<file path="src/rtl/burst_ram_controller_if.sv">
// Arbiter-side handshake and CellularRAM pad-side bus of burst_ram_controller.
// master: arbiter / pad wrapper side. slave: the controller.
interface burst_ram_controller_if #(
    parameter int ADDR_W = 23,
    parameter int DATA_W = 16
);
    logic              Req;
    logic              ReqWrite;
    logic [ADDR_W-1:0] ReqAddr;
    logic              Ack;
    logic [DATA_W-1:0] WrData;
    logic              WrReady;
    logic [DATA_W-1:0] RdData;
    logic              RdValid;
    logic              Done;
    logic              Error;
    logic              Ready;
    logic              Busy;
    logic              MemClkEn;
    logic [ADDR_W-1:0] MemAdr;
    logic [DATA_W-1:0] MemDQOut;
    logic [DATA_W-1:0] MemDQIn;
    logic              MemDQOE;
    logic              MemCRE;
    logic              MemCE_n;
    logic              MemWE_n;
    logic              MemOE_n;
    logic              MemADV_n;
    logic              MemLB_n;
    logic              MemUB_n;
    logic              MemWait;

    modport master (
        output Req, ReqWrite, ReqAddr, WrData, MemDQIn, MemWait,
        input  Ack, WrReady, RdData, RdValid, Done, Error, Ready, Busy,
               MemClkEn, MemAdr, MemDQOut, MemDQOE, MemCRE,
               MemCE_n, MemWE_n, MemOE_n, MemADV_n, MemLB_n, MemUB_n
    );

    modport slave (
        input  Req, ReqWrite, ReqAddr, WrData, MemDQIn, MemWait,
        output Ack, WrReady, RdData, RdValid, Done, Error, Ready, Busy,
               MemClkEn, MemAdr, MemDQOut, MemDQOE, MemCRE,
               MemCE_n, MemWE_n, MemOE_n, MemADV_n, MemLB_n, MemUB_n
    );
endinterface

</file>
<file path="src/rtl/burst_ram_controller.sv">
// Synchronous-burst controller for Micron CellularRAM: power-up wait, BCR
// write, then BURST_LEN-word read/write bursts on a Req/Ack handshake.
// Optional feature macro BURST_WAIT_EN: honour MemWait in the data phase and
// abort with Error after WAIT_TIMEOUT consecutive stalls. Without it MemWait
// is ignored and Error stays low.
module burst_ram_controller #(
    parameter int ADDR_W       = 23,
    parameter int DATA_W       = 16,
    parameter int BURST_LEN    = 8,
    parameter int LATENCY      = 3,
    parameter int POWERUP_CYC  = 15000,
    parameter int WAIT_TIMEOUT = 64
) (
    input logic                    CLK,
    input logic                    Reset,
    burst_ram_controller_if.slave  bus
);
    localparam int CYC_W = $clog2(POWERUP_CYC + 8);
    localparam logic [2:0] BL_CODE = (BURST_LEN == 4)  ? 3'd1 :
                                     (BURST_LEN == 8)  ? 3'd2 :
                                     (BURST_LEN == 16) ? 3'd3 : 3'd4;
    // BCR: select [19:18]=10, sync mode, latency code, WAIT active-high,
    // WAIT asserted during delay, no wrap, burst length code.
    localparam logic [ADDR_W-1:0] BCR = ADDR_W'((2 << 18) | (LATENCY << 11) |
                                                (1 << 10) | (1 << 3) | int'(BL_CODE));

    typedef enum logic [2:0] {
        S_POWERUP, S_CFG_WRITE, S_CFG_RECOVER, S_IDLE,
        S_ADDRESS, S_LATENCY, S_DATA, S_END
    } state_t;

    state_t            state_q, state_d;
    logic [CYC_W-1:0]  cyc_q, cyc_d;
    logic [5:0]        word_q, word_d;
    logic              wr_q, wr_d;
    logic [ADDR_W-1:0] addr_q, addr_d;
    logic              ready_q, ready_d;
    logic [DATA_W-1:0] rd_data_q, rd_data_d;
    logic              rd_valid_q, rd_valid_d;
`ifdef BURST_WAIT_EN
    localparam int ST_W = $clog2(WAIT_TIMEOUT + 1);
    logic [ST_W-1:0]   stall_q, stall_d;
    logic              err_q, err_d;
`else
    logic              unused_wait;
    assign unused_wait = bus.MemWait;
`endif

    logic              xfer;
    logic              ack, wr_ready, done, error;
    logic              mem_clk_en, mem_dq_oe, mem_cre;
    logic [ADDR_W-1:0] mem_adr;
    logic [DATA_W-1:0] mem_dq_out;
    logic              ce_n, we_n, oe_n, adv_n, byte_n;

    // State and datapath registers; reset drops straight back to PowerUp.
    always_ff @(posedge CLK or posedge Reset) begin
        if (Reset) begin
            state_q    <= S_POWERUP;
            cyc_q      <= '0;
            word_q     <= '0;
            wr_q       <= 1'b0;
            addr_q     <= '0;
            ready_q    <= 1'b0;
            rd_data_q  <= '0;
            rd_valid_q <= 1'b0;
`ifdef BURST_WAIT_EN
            stall_q    <= '0;
            err_q      <= 1'b0;
`endif
        end else begin
            state_q    <= state_d;
            cyc_q      <= cyc_d;
            word_q     <= word_d;
            wr_q       <= wr_d;
            addr_q     <= addr_d;
            ready_q    <= ready_d;
            rd_data_q  <= rd_data_d;
            rd_valid_q <= rd_valid_d;
`ifdef BURST_WAIT_EN
            stall_q    <= stall_d;
            err_q      <= err_d;
`endif
        end
    end

    // Next-state, counters and all strobes decoded from the current state.
    always_comb begin
        state_d    = state_q;
        cyc_d      = cyc_q;
        word_d     = word_q;
        wr_d       = wr_q;
        addr_d     = addr_q;
        ready_d    = ready_q;
        rd_data_d  = rd_data_q;
        rd_valid_d = 1'b0;
`ifdef BURST_WAIT_EN
        stall_d    = stall_q;
        err_d      = err_q;
`endif
        xfer       = 1'b0;
        ack        = 1'b0;
        wr_ready   = 1'b0;
        done       = 1'b0;
        error      = 1'b0;
        mem_clk_en = 1'b0;
        mem_dq_oe  = 1'b0;
        mem_cre    = 1'b0;
        mem_adr    = '0;
        mem_dq_out = '0;
        ce_n       = 1'b1;
        we_n       = 1'b1;
        oe_n       = 1'b1;
        adv_n      = 1'b1;
        byte_n     = 1'b1;
        case (state_q)
            S_POWERUP: begin
                cyc_d = cyc_q + CYC_W'(1);
                if (cyc_q == CYC_W'(POWERUP_CYC - 1)) begin
                    cyc_d   = '0;
                    state_d = S_CFG_WRITE;
                end
            end
            S_CFG_WRITE: begin
                mem_cre = 1'b1;
                ce_n    = 1'b0;
                we_n    = 1'b0;
                adv_n   = (cyc_q != '0);
                mem_adr = BCR;
                cyc_d   = cyc_q + CYC_W'(1);
                if (cyc_q == CYC_W'(1)) begin
                    cyc_d   = '0;
                    state_d = S_CFG_RECOVER;
                end
            end
            S_CFG_RECOVER: begin
                ready_d = 1'b1;
                state_d = S_IDLE;
            end
            S_IDLE: begin
                if (bus.Req) begin
                    ack     = 1'b1;
                    addr_d  = bus.ReqAddr;
                    wr_d    = bus.ReqWrite;
                    state_d = S_ADDRESS;
                end
            end
            S_ADDRESS: begin
                ce_n       = 1'b0;
                adv_n      = 1'b0;
                byte_n     = 1'b0;
                we_n       = !wr_q;
                mem_adr    = addr_q;
                mem_clk_en = 1'b1;
                cyc_d      = '0;
                word_d     = '0;
`ifdef BURST_WAIT_EN
                stall_d    = '0;
                err_d      = 1'b0;
`endif
                state_d    = S_LATENCY;
            end
            S_LATENCY: begin
                ce_n       = 1'b0;
                byte_n     = 1'b0;
                mem_clk_en = 1'b1;
                oe_n       = wr_q;
                mem_dq_oe  = wr_q;
                cyc_d      = cyc_q + CYC_W'(1);
                if (cyc_q == CYC_W'(LATENCY - 2)) begin
                    cyc_d   = '0;
                    state_d = S_DATA;
                end
            end
            S_DATA: begin
                ce_n       = 1'b0;
                byte_n     = 1'b0;
                mem_clk_en = 1'b1;
                oe_n       = wr_q;
                mem_dq_oe  = wr_q;
                mem_dq_out = wr_q ? bus.WrData : '0;
`ifdef BURST_WAIT_EN
                xfer = !bus.MemWait;
`else
                xfer = 1'b1;
`endif
                if (xfer) begin
                    wr_ready   = wr_q;
                    rd_valid_d = !wr_q;
                    if (!wr_q) rd_data_d = bus.MemDQIn;
                    word_d     = word_q + 6'd1;
                    if (word_q == 6'(BURST_LEN - 1)) state_d = S_END;
`ifdef BURST_WAIT_EN
                    stall_d    = '0;
                end else begin
                    // Stall counts consecutive WAIT cycles only.
                    stall_d = stall_q + ST_W'(1);
                    if (stall_q == ST_W'(WAIT_TIMEOUT - 1)) begin
                        err_d   = 1'b1;
                        state_d = S_END;
                    end
`endif
                end
            end
            S_END: begin
`ifdef BURST_WAIT_EN
                done  = !err_q;
                error = err_q;
`else
                done  = 1'b1;
`endif
                state_d = S_IDLE;
            end
        endcase
    end

    assign bus.Ack      = ack;
    assign bus.WrReady  = wr_ready;
    assign bus.RdData   = rd_data_q;
    assign bus.RdValid  = rd_valid_q;
    assign bus.Done     = done;
    assign bus.Error    = error;
    assign bus.Ready    = ready_q;
    assign bus.Busy     = (state_q != S_IDLE);
    assign bus.MemClkEn = mem_clk_en;
    assign bus.MemAdr   = mem_adr;
    assign bus.MemDQOut = mem_dq_out;
    assign bus.MemDQOE  = mem_dq_oe;
    assign bus.MemCRE   = mem_cre;
    assign bus.MemCE_n  = ce_n;
    assign bus.MemWE_n  = we_n;
    assign bus.MemOE_n  = oe_n;
    assign bus.MemADV_n = adv_n;
    assign bus.MemLB_n  = byte_n;
    assign bus.MemUB_n  = byte_n;
endmodule
</file>
<file path="src/flat_wrapper.sv">
// flat-port wrapper written by rule: the top's interface ports become plain ports
module burst_ram_controller_flat 
#(
    parameter int ADDR_W       = 23,
    parameter int DATA_W       = 16,
    parameter int BURST_LEN    = 8,
    parameter int LATENCY      = 3,
    parameter int POWERUP_CYC  = 15000,
    parameter int WAIT_TIMEOUT = 64
)
  (CLK, Reset, bus_Req, bus_ReqWrite, bus_ReqAddr, bus_WrData, bus_MemDQIn, bus_MemWait, bus_Ack, bus_WrReady, bus_RdData, bus_RdValid, bus_Done, bus_Error, bus_Ready, bus_Busy, bus_MemClkEn, bus_MemAdr, bus_MemDQOut, bus_MemDQOE, bus_MemCRE, bus_MemCE_n, bus_MemWE_n, bus_MemOE_n, bus_MemADV_n, bus_MemLB_n, bus_MemUB_n);
  burst_ram_controller_if #(.ADDR_W(ADDR_W), .DATA_W(DATA_W)) bus_i ();
  input logic CLK;
  input logic Reset;
  input wire logic [$bits(bus_i.Req)-1:0] bus_Req;
  input wire logic [$bits(bus_i.ReqWrite)-1:0] bus_ReqWrite;
  input wire logic [$bits(bus_i.ReqAddr)-1:0] bus_ReqAddr;
  input wire logic [$bits(bus_i.WrData)-1:0] bus_WrData;
  input wire logic [$bits(bus_i.MemDQIn)-1:0] bus_MemDQIn;
  input wire logic [$bits(bus_i.MemWait)-1:0] bus_MemWait;
  output wire logic [$bits(bus_i.Ack)-1:0] bus_Ack;
  output wire logic [$bits(bus_i.WrReady)-1:0] bus_WrReady;
  output wire logic [$bits(bus_i.RdData)-1:0] bus_RdData;
  output wire logic [$bits(bus_i.RdValid)-1:0] bus_RdValid;
  output wire logic [$bits(bus_i.Done)-1:0] bus_Done;
  output wire logic [$bits(bus_i.Error)-1:0] bus_Error;
  output wire logic [$bits(bus_i.Ready)-1:0] bus_Ready;
  output wire logic [$bits(bus_i.Busy)-1:0] bus_Busy;
  output wire logic [$bits(bus_i.MemClkEn)-1:0] bus_MemClkEn;
  output wire logic [$bits(bus_i.MemAdr)-1:0] bus_MemAdr;
  output wire logic [$bits(bus_i.MemDQOut)-1:0] bus_MemDQOut;
  output wire logic [$bits(bus_i.MemDQOE)-1:0] bus_MemDQOE;
  output wire logic [$bits(bus_i.MemCRE)-1:0] bus_MemCRE;
  output wire logic [$bits(bus_i.MemCE_n)-1:0] bus_MemCE_n;
  output wire logic [$bits(bus_i.MemWE_n)-1:0] bus_MemWE_n;
  output wire logic [$bits(bus_i.MemOE_n)-1:0] bus_MemOE_n;
  output wire logic [$bits(bus_i.MemADV_n)-1:0] bus_MemADV_n;
  output wire logic [$bits(bus_i.MemLB_n)-1:0] bus_MemLB_n;
  output wire logic [$bits(bus_i.MemUB_n)-1:0] bus_MemUB_n;
  assign bus_i.Req = bus_Req;
  assign bus_i.ReqWrite = bus_ReqWrite;
  assign bus_i.ReqAddr = bus_ReqAddr;
  assign bus_i.WrData = bus_WrData;
  assign bus_i.MemDQIn = bus_MemDQIn;
  assign bus_i.MemWait = bus_MemWait;
  assign bus_Ack = bus_i.Ack;
  assign bus_WrReady = bus_i.WrReady;
  assign bus_RdData = bus_i.RdData;
  assign bus_RdValid = bus_i.RdValid;
  assign bus_Done = bus_i.Done;
  assign bus_Error = bus_i.Error;
  assign bus_Ready = bus_i.Ready;
  assign bus_Busy = bus_i.Busy;
  assign bus_MemClkEn = bus_i.MemClkEn;
  assign bus_MemAdr = bus_i.MemAdr;
  assign bus_MemDQOut = bus_i.MemDQOut;
  assign bus_MemDQOE = bus_i.MemDQOE;
  assign bus_MemCRE = bus_i.MemCRE;
  assign bus_MemCE_n = bus_i.MemCE_n;
  assign bus_MemWE_n = bus_i.MemWE_n;
  assign bus_MemOE_n = bus_i.MemOE_n;
  assign bus_MemADV_n = bus_i.MemADV_n;
  assign bus_MemLB_n = bus_i.MemLB_n;
  assign bus_MemUB_n = bus_i.MemUB_n;
  burst_ram_controller #(.ADDR_W(ADDR_W), .DATA_W(DATA_W), .BURST_LEN(BURST_LEN), .LATENCY(LATENCY), .POWERUP_CYC(POWERUP_CYC), .WAIT_TIMEOUT(WAIT_TIMEOUT)) u_core (.CLK(CLK), .Reset(Reset), .bus(bus_i));
endmodule
</file>
<file path="config.mk">
export PLATFORM = sky130hd
export DESIGN_NAME = burst_ram_controller_flat
export DESIGN_NICKNAME = d
export VERILOG_FILES = /design/src/rtl/burst_ram_controller_if.sv /design/src/rtl/burst_ram_controller.sv /design/src/flat_wrapper.sv
export SDC_FILE = /design/constraint.sdc
export NUM_CORES = 1
export LEC_CHECK = 0
export CORE_MARGIN = 1
export CORE_UTILIZATION = 30
export DETAILED_ROUTE_END_ITERATION = 7
export GPL_ROUTABILITY_DRIVEN = 0
export PLACE_DENSITY = 0.68
export SLEW_MARGIN = 20
export SYNTH_ARGS = -nofsm -noshare
export SYNTH_HDL_FRONTEND = slang
export SYNTH_SLANG_ARGS = --single-unit
</file>
<file path="constraint.sdc">
create_clock -name CLK -period 2.4 [get_ports CLK]
set_input_delay 0.48 -clock CLK [delete_from_list [all_inputs] [get_ports CLK]]
set_output_delay 0.48 -clock CLK [all_outputs]
set_load 0.005 [all_outputs]
</file>
==> summary.md, run 1 <==
| Metric | Value |
|---|---|
| DP Area | 4746 um^2 |
| Total of warnings raised by yosys | 0 |
| Num rows | 37 |
| Port bufs | 128 |
| Routed wire length | 8654 um |
| Tot GR Track Use | 0.1591 |
| Library cell occupying the most area in the post-synthesis netlist | sky130_fd_sc_hd__dfrtp_1 |
| Static Leakage | 2.726 nW |
| Status | completed |
| Fill cell count | 984 |
| Post-DRT Antenna Nets | 0 |
| Number of sinks handled by clock tree synthesis | 65 |
| Depth of the most critical reg-to-reg path | 8 |
| Post-detailed-route via-to-cell ratio | 4.574 |
| Switch share | 0.3241 |
| Slack of the worst reg-to-reg path | 0.29 ns |
| Initial antenna violation count | 0 |
| Via count | 2,877 |
| Net switching component of the power | 1.721 mW |
| TritonCTS clock tree | built |
| Hold Path Class | in -> async |
| Maximum fanout encountered on the critical timing path | 9 |
| Total power draw | 5.310 mW |
| Initial cell density of the core | 0.3114 |
| Critical path capture point | bus_MemDQOut[10] |
| Worst flop-to-flop path endpoint | u_core.cyc_q[5] |
| Number of hold-slack violations in the final timing report | 0 |
| Dominant cells by area after synthesis | sky130_fd_sc_hd__dfrtp_1, sky130_fd_sc_hd__nand2_1, sky130_fd_sc_hd__and2_1 |
| Via count of the first global-routing pass | 2,863 |
| Crit. Startpoint | u_core.state_q[2] |
| Mapped Cells | 340 |
| Internal power consumption | 3.589 mW |
| Number of maximum-capacitance constraint violations | 0 |
| Worst supply voltage drop on vdd | 0.5014 mV |
| Ant diodes | 0 |
| Final period utilization | 0.9715 |
| Async set-reset flop share out of synthesis | 1.000 |
| Clock latency reported for the late side of the worst-skew pair | 0.33 ns |
| P per Cell Area | 1025 nW/um^2 |
| Sort of element at the end of the critical path | output port |
| Share of total power in combinational logic | 0.451 |
| Highest clock frequency the design can meet | 428.9 MHz |
| Post-route standard cell area excluding fillers | 5179 um^2 |
| Vertical extent of the die | 105.8 um |
| Number of flops mapped to enable cells by yosys | 0 |
| Final-stage net count | 552 |
| Clock power share | 0.213 |
| Crit Reg-Reg Startpoint | u_core.cyc_q[1] |
| Area fraction of the dominant cell type after synthesis | 0.5037 |
| Detailed Route Iter0 Violations | 136 |
| #FFs+latches synth | 65 |
| Register clock-pin slew on the reported worst setup and hold paths | 0.07 ns |
| Post-detailed-route wirelength per cell | 13.76 um |
| Arrival time at the worst endpoint | 1.85 ns |
| Primary FF master, synth | sky130_fd_sc_hd__dfrtp_1 |
| Cell variety after synth | 46 |
| Area of the die | 11,180 um^2 |
| Final count of pins violating max slew | 0 |
| Sequential fraction of design power | 0.336 |
| Worst Skew | 0.004386 ns |
| Global-route wire length before repair | 14,210 um |
| Fraction of final layout cells with drive strength greater than 1 | 0.1704 |
| Kind of start point of the critical path | flip-flop |
| Final setup violation count | 0 |
| Final worst path period need | 2.332 ns |
| Clock tree root driver cell | sky130_fd_sc_hd__clkbuf_8 |
| Width of the die | 105.8 um |
| Core ar. | 10,370 um^2 |
| Cell Area, Synth | 3229 um^2 |
| Maximum clock path buffer count | 2 |
| Sum of overflow across all layers after global routing | 0 |
| Post-detailed-placement half-perimeter wirelength | 6143 um |
| Category of the most critical setup path | reg -> out |
| Mapped Nets | 404 |
| H-tree levels | 3 |
| I/O pin count | 131 |
| Portion of the post-synthesis area used by sequential elements | 0.5037 |
| Data required, critical path | 1.92 ns |
| Number of buffers inserted during clock tree synthesis | 9 |
| Mean instance size in the synthesized netlist | 9.498 um^2 |
| Area growth from synthesis to layout | 60.36% |
| Pre-Repair DR Iteration Count | 4 |
| DRC | 0 |
| Pin count of the biggest net entering global routing | 48 |
## power by group through the flow
stage	Clock (mW)	Sequential, mW	Combinational, mW
final	1.13	1.78	2.40
after global routing	1.20	1.84	2.63
after CTS	1.16	1.77	2.39
after detailed placement	0	1.80	2.26
after global placement	0	1.78	2.21
after floorplan	0	1.74	1.17
## stage by stage
stage / std cells / hold WS [ns] / worst slack, ns / utilization / TNS [ns]
global route: 629 / 0.4917 / -0.01242 / 0.4994 / -0.01242
detailed placement: 606 / 0.4576 / 0.02756 / 0.4577 / 0
finish: 629 / 0.4644 / 0.06835 / 0.4994 / 0
global placement: 606 / 0.4493 / 0.03073 / 0.4577 / 0
floorplan: 340 / 0.4374 / 0.2935 / - / 0
CTS: 627 / 0.4687 / -0.04473 / 0.4895 / -0.05181
## worst max-delay path, cell delays in order, from the launching register on
cell and delay [ns]:
sky130_fd_sc_hd__dfrtp_2 0.42, sky130_fd_sc_hd__nor2b_4 0.20, sky130_fd_sc_hd__and3_4 0.25, sky130_fd_sc_hd__and2_1 0.13, sky130_fd_sc_hd__clkdlybuf4s50_1 0.51
## cell usage in the layout (no fill, tap or decap), types with 3 or more instances in the layout
cell type                           n
sky130_fd_sc_hd__clkdlybuf4s50_1  101
sky130_fd_sc_hd__nand2_1           95
sky130_fd_sc_hd__dfrtp_1           62
sky130_fd_sc_hd__and2_1            32
sky130_fd_sc_hd__dlymetal6s2s_1    23
sky130_fd_sc_hd__buf_4             22
sky130_fd_sc_hd__mux2_2            16
sky130_fd_sc_hd__nor2_1            16
sky130_fd_sc_hd__clkbuf_8          10
sky130_fd_sc_hd__nand3_1            8
sky130_fd_sc_hd__a21o_1             8
sky130_fd_sc_hd__xor2_1             7
sky130_fd_sc_hd__inv_1              5
sky130_fd_sc_hd__nand4_1            5
sky130_fd_sc_hd__o21ai_0            5
sky130_fd_sc_hd__a21oi_1            4
sky130_fd_sc_hd__ha_1               4
sky130_fd_sc_hd__dlygate4sd2_1      4
sky130_fd_sc_hd__nor2_2             3
sky130_fd_sc_hd__nor4_1             3
sky130_fd_sc_hd__xnor2_1            3
sky130_fd_sc_hd__nor3_1             3
sky130_fd_sc_hd__bufinv_16          3
sky130_fd_sc_hd__buf_6              3
sky130_fd_sc_hd__dfrtp_2            3
## cell families after synthesis
kind of cell,after synthesis,share of synthesized area
fa+ha+maj,4,0.01550
simple gates,191,0.2933
buf+inv,26,0.04455
mux,17,0.05889
flops,65,0.5037
other cells,1,0.001161
compound gates,25,0.05309
xor+xnor,11,0.02984
## repair_timing
item / in CTS / in global routing
endpoints found under the setup margin: 44 / 41
cloned: 1 / 0
buffers inserted: 4 / 2
hold buffers: 0 / 0
pin swaps: 0 / 1
resized for setup: 20 / 31
## Yosys cell counts (5+ instances only)
library cell	instances
sky130_fd_sc_hd__nor2_1	19
sky130_fd_sc_hd__mux2_2	16
sky130_fd_sc_hd__dfrtp_1	65
sky130_fd_sc_hd__clkbuf_1	10
sky130_fd_sc_hd__a21o_1	8
sky130_fd_sc_hd__o21ai_0	5
sky130_fd_sc_hd__nand2_1	95
sky130_fd_sc_hd__and2_1	34
sky130_fd_sc_hd__nand3_1	8
sky130_fd_sc_hd__inv_1	6
sky130_fd_sc_hd__xor2_1	8
sky130_fd_sc_hd__nand4_1	5
## flip-flops by register name (all words and copies together), names as in the netlist
name and flops:
u_core.state_q 3, u_core.wr_q 1, u_core.bus.RdValid 1, u_core.word_q 6, u_core.addr_q 23, u_core.bus.Ready 1, u_core.cyc_q 14, u_core.bus.RdData 16
## final cells by class
| cell class | instances | area, um^2 | share of cell area |
|---|---|---|---|
| Tap cell | 136 | 170.2 | 0.03286 |
| Timing Repair Buffer | 155 | 1573 | 0.3037 |
| Clock buffer | 11 | 141.4 | 0.02730 |
| Multi-Input combinational cell | 250 | 1535 | 0.2964 |
| Sequential cell | 65 | 1630 | 0.3148 |
| Clock inverter | 5 | 102.6 | 0.01981 |
| Inverter | 7 | 26.28 | 0.005074 |
## per-layer routing
layer / vias to the layer above / track usage / wire, um
li1: 1409 / - / -
met1: 1399 / 0.2055 / 3834
met2: 60 / 0.2619 / 4305
met3: 9 / 0.03587 / 424
met4: 0 / 0.05357 / 89
met5: - / 0 / 0
## worst min path at each step
stage	start	to	slack, ns	depth (start not counted)
after detailed placement	u_core.addr_q[22]	u_core.addr_q[22]	0.46	2
after global routing	Reset	u_core.bus.RdData[13]	0.49	2
after global placement	u_core.addr_q[15]	u_core.addr_q[15]	0.45	2
final	Reset	u_core.bus.RdData[14]	0.46	2
after CTS	Reset	u_core.bus.RdValid	0.47	2
after floorplan	u_core.addr_q[0]	u_core.addr_q[0]	0.44	2
(Power assumes the default switching activity.)
==> run 2, diff against run 1 <==
--- a/config.mk
+++ b/config.mk
@@ -7,6 +7,7 @@
 export LEC_CHECK = 0
 export CORE_MARGIN = 1
 export CORE_UTILIZATION = 30
+export CTS_CLUSTER_SIZE = 40
 export DETAILED_ROUTE_END_ITERATION = 7
 export GPL_ROUTABILITY_DRIVEN = 0
 export PLACE_DENSITY = 0.68
==> results of run 2 <==
The final DEF is identical to that of run 1; final timing and power are the same.
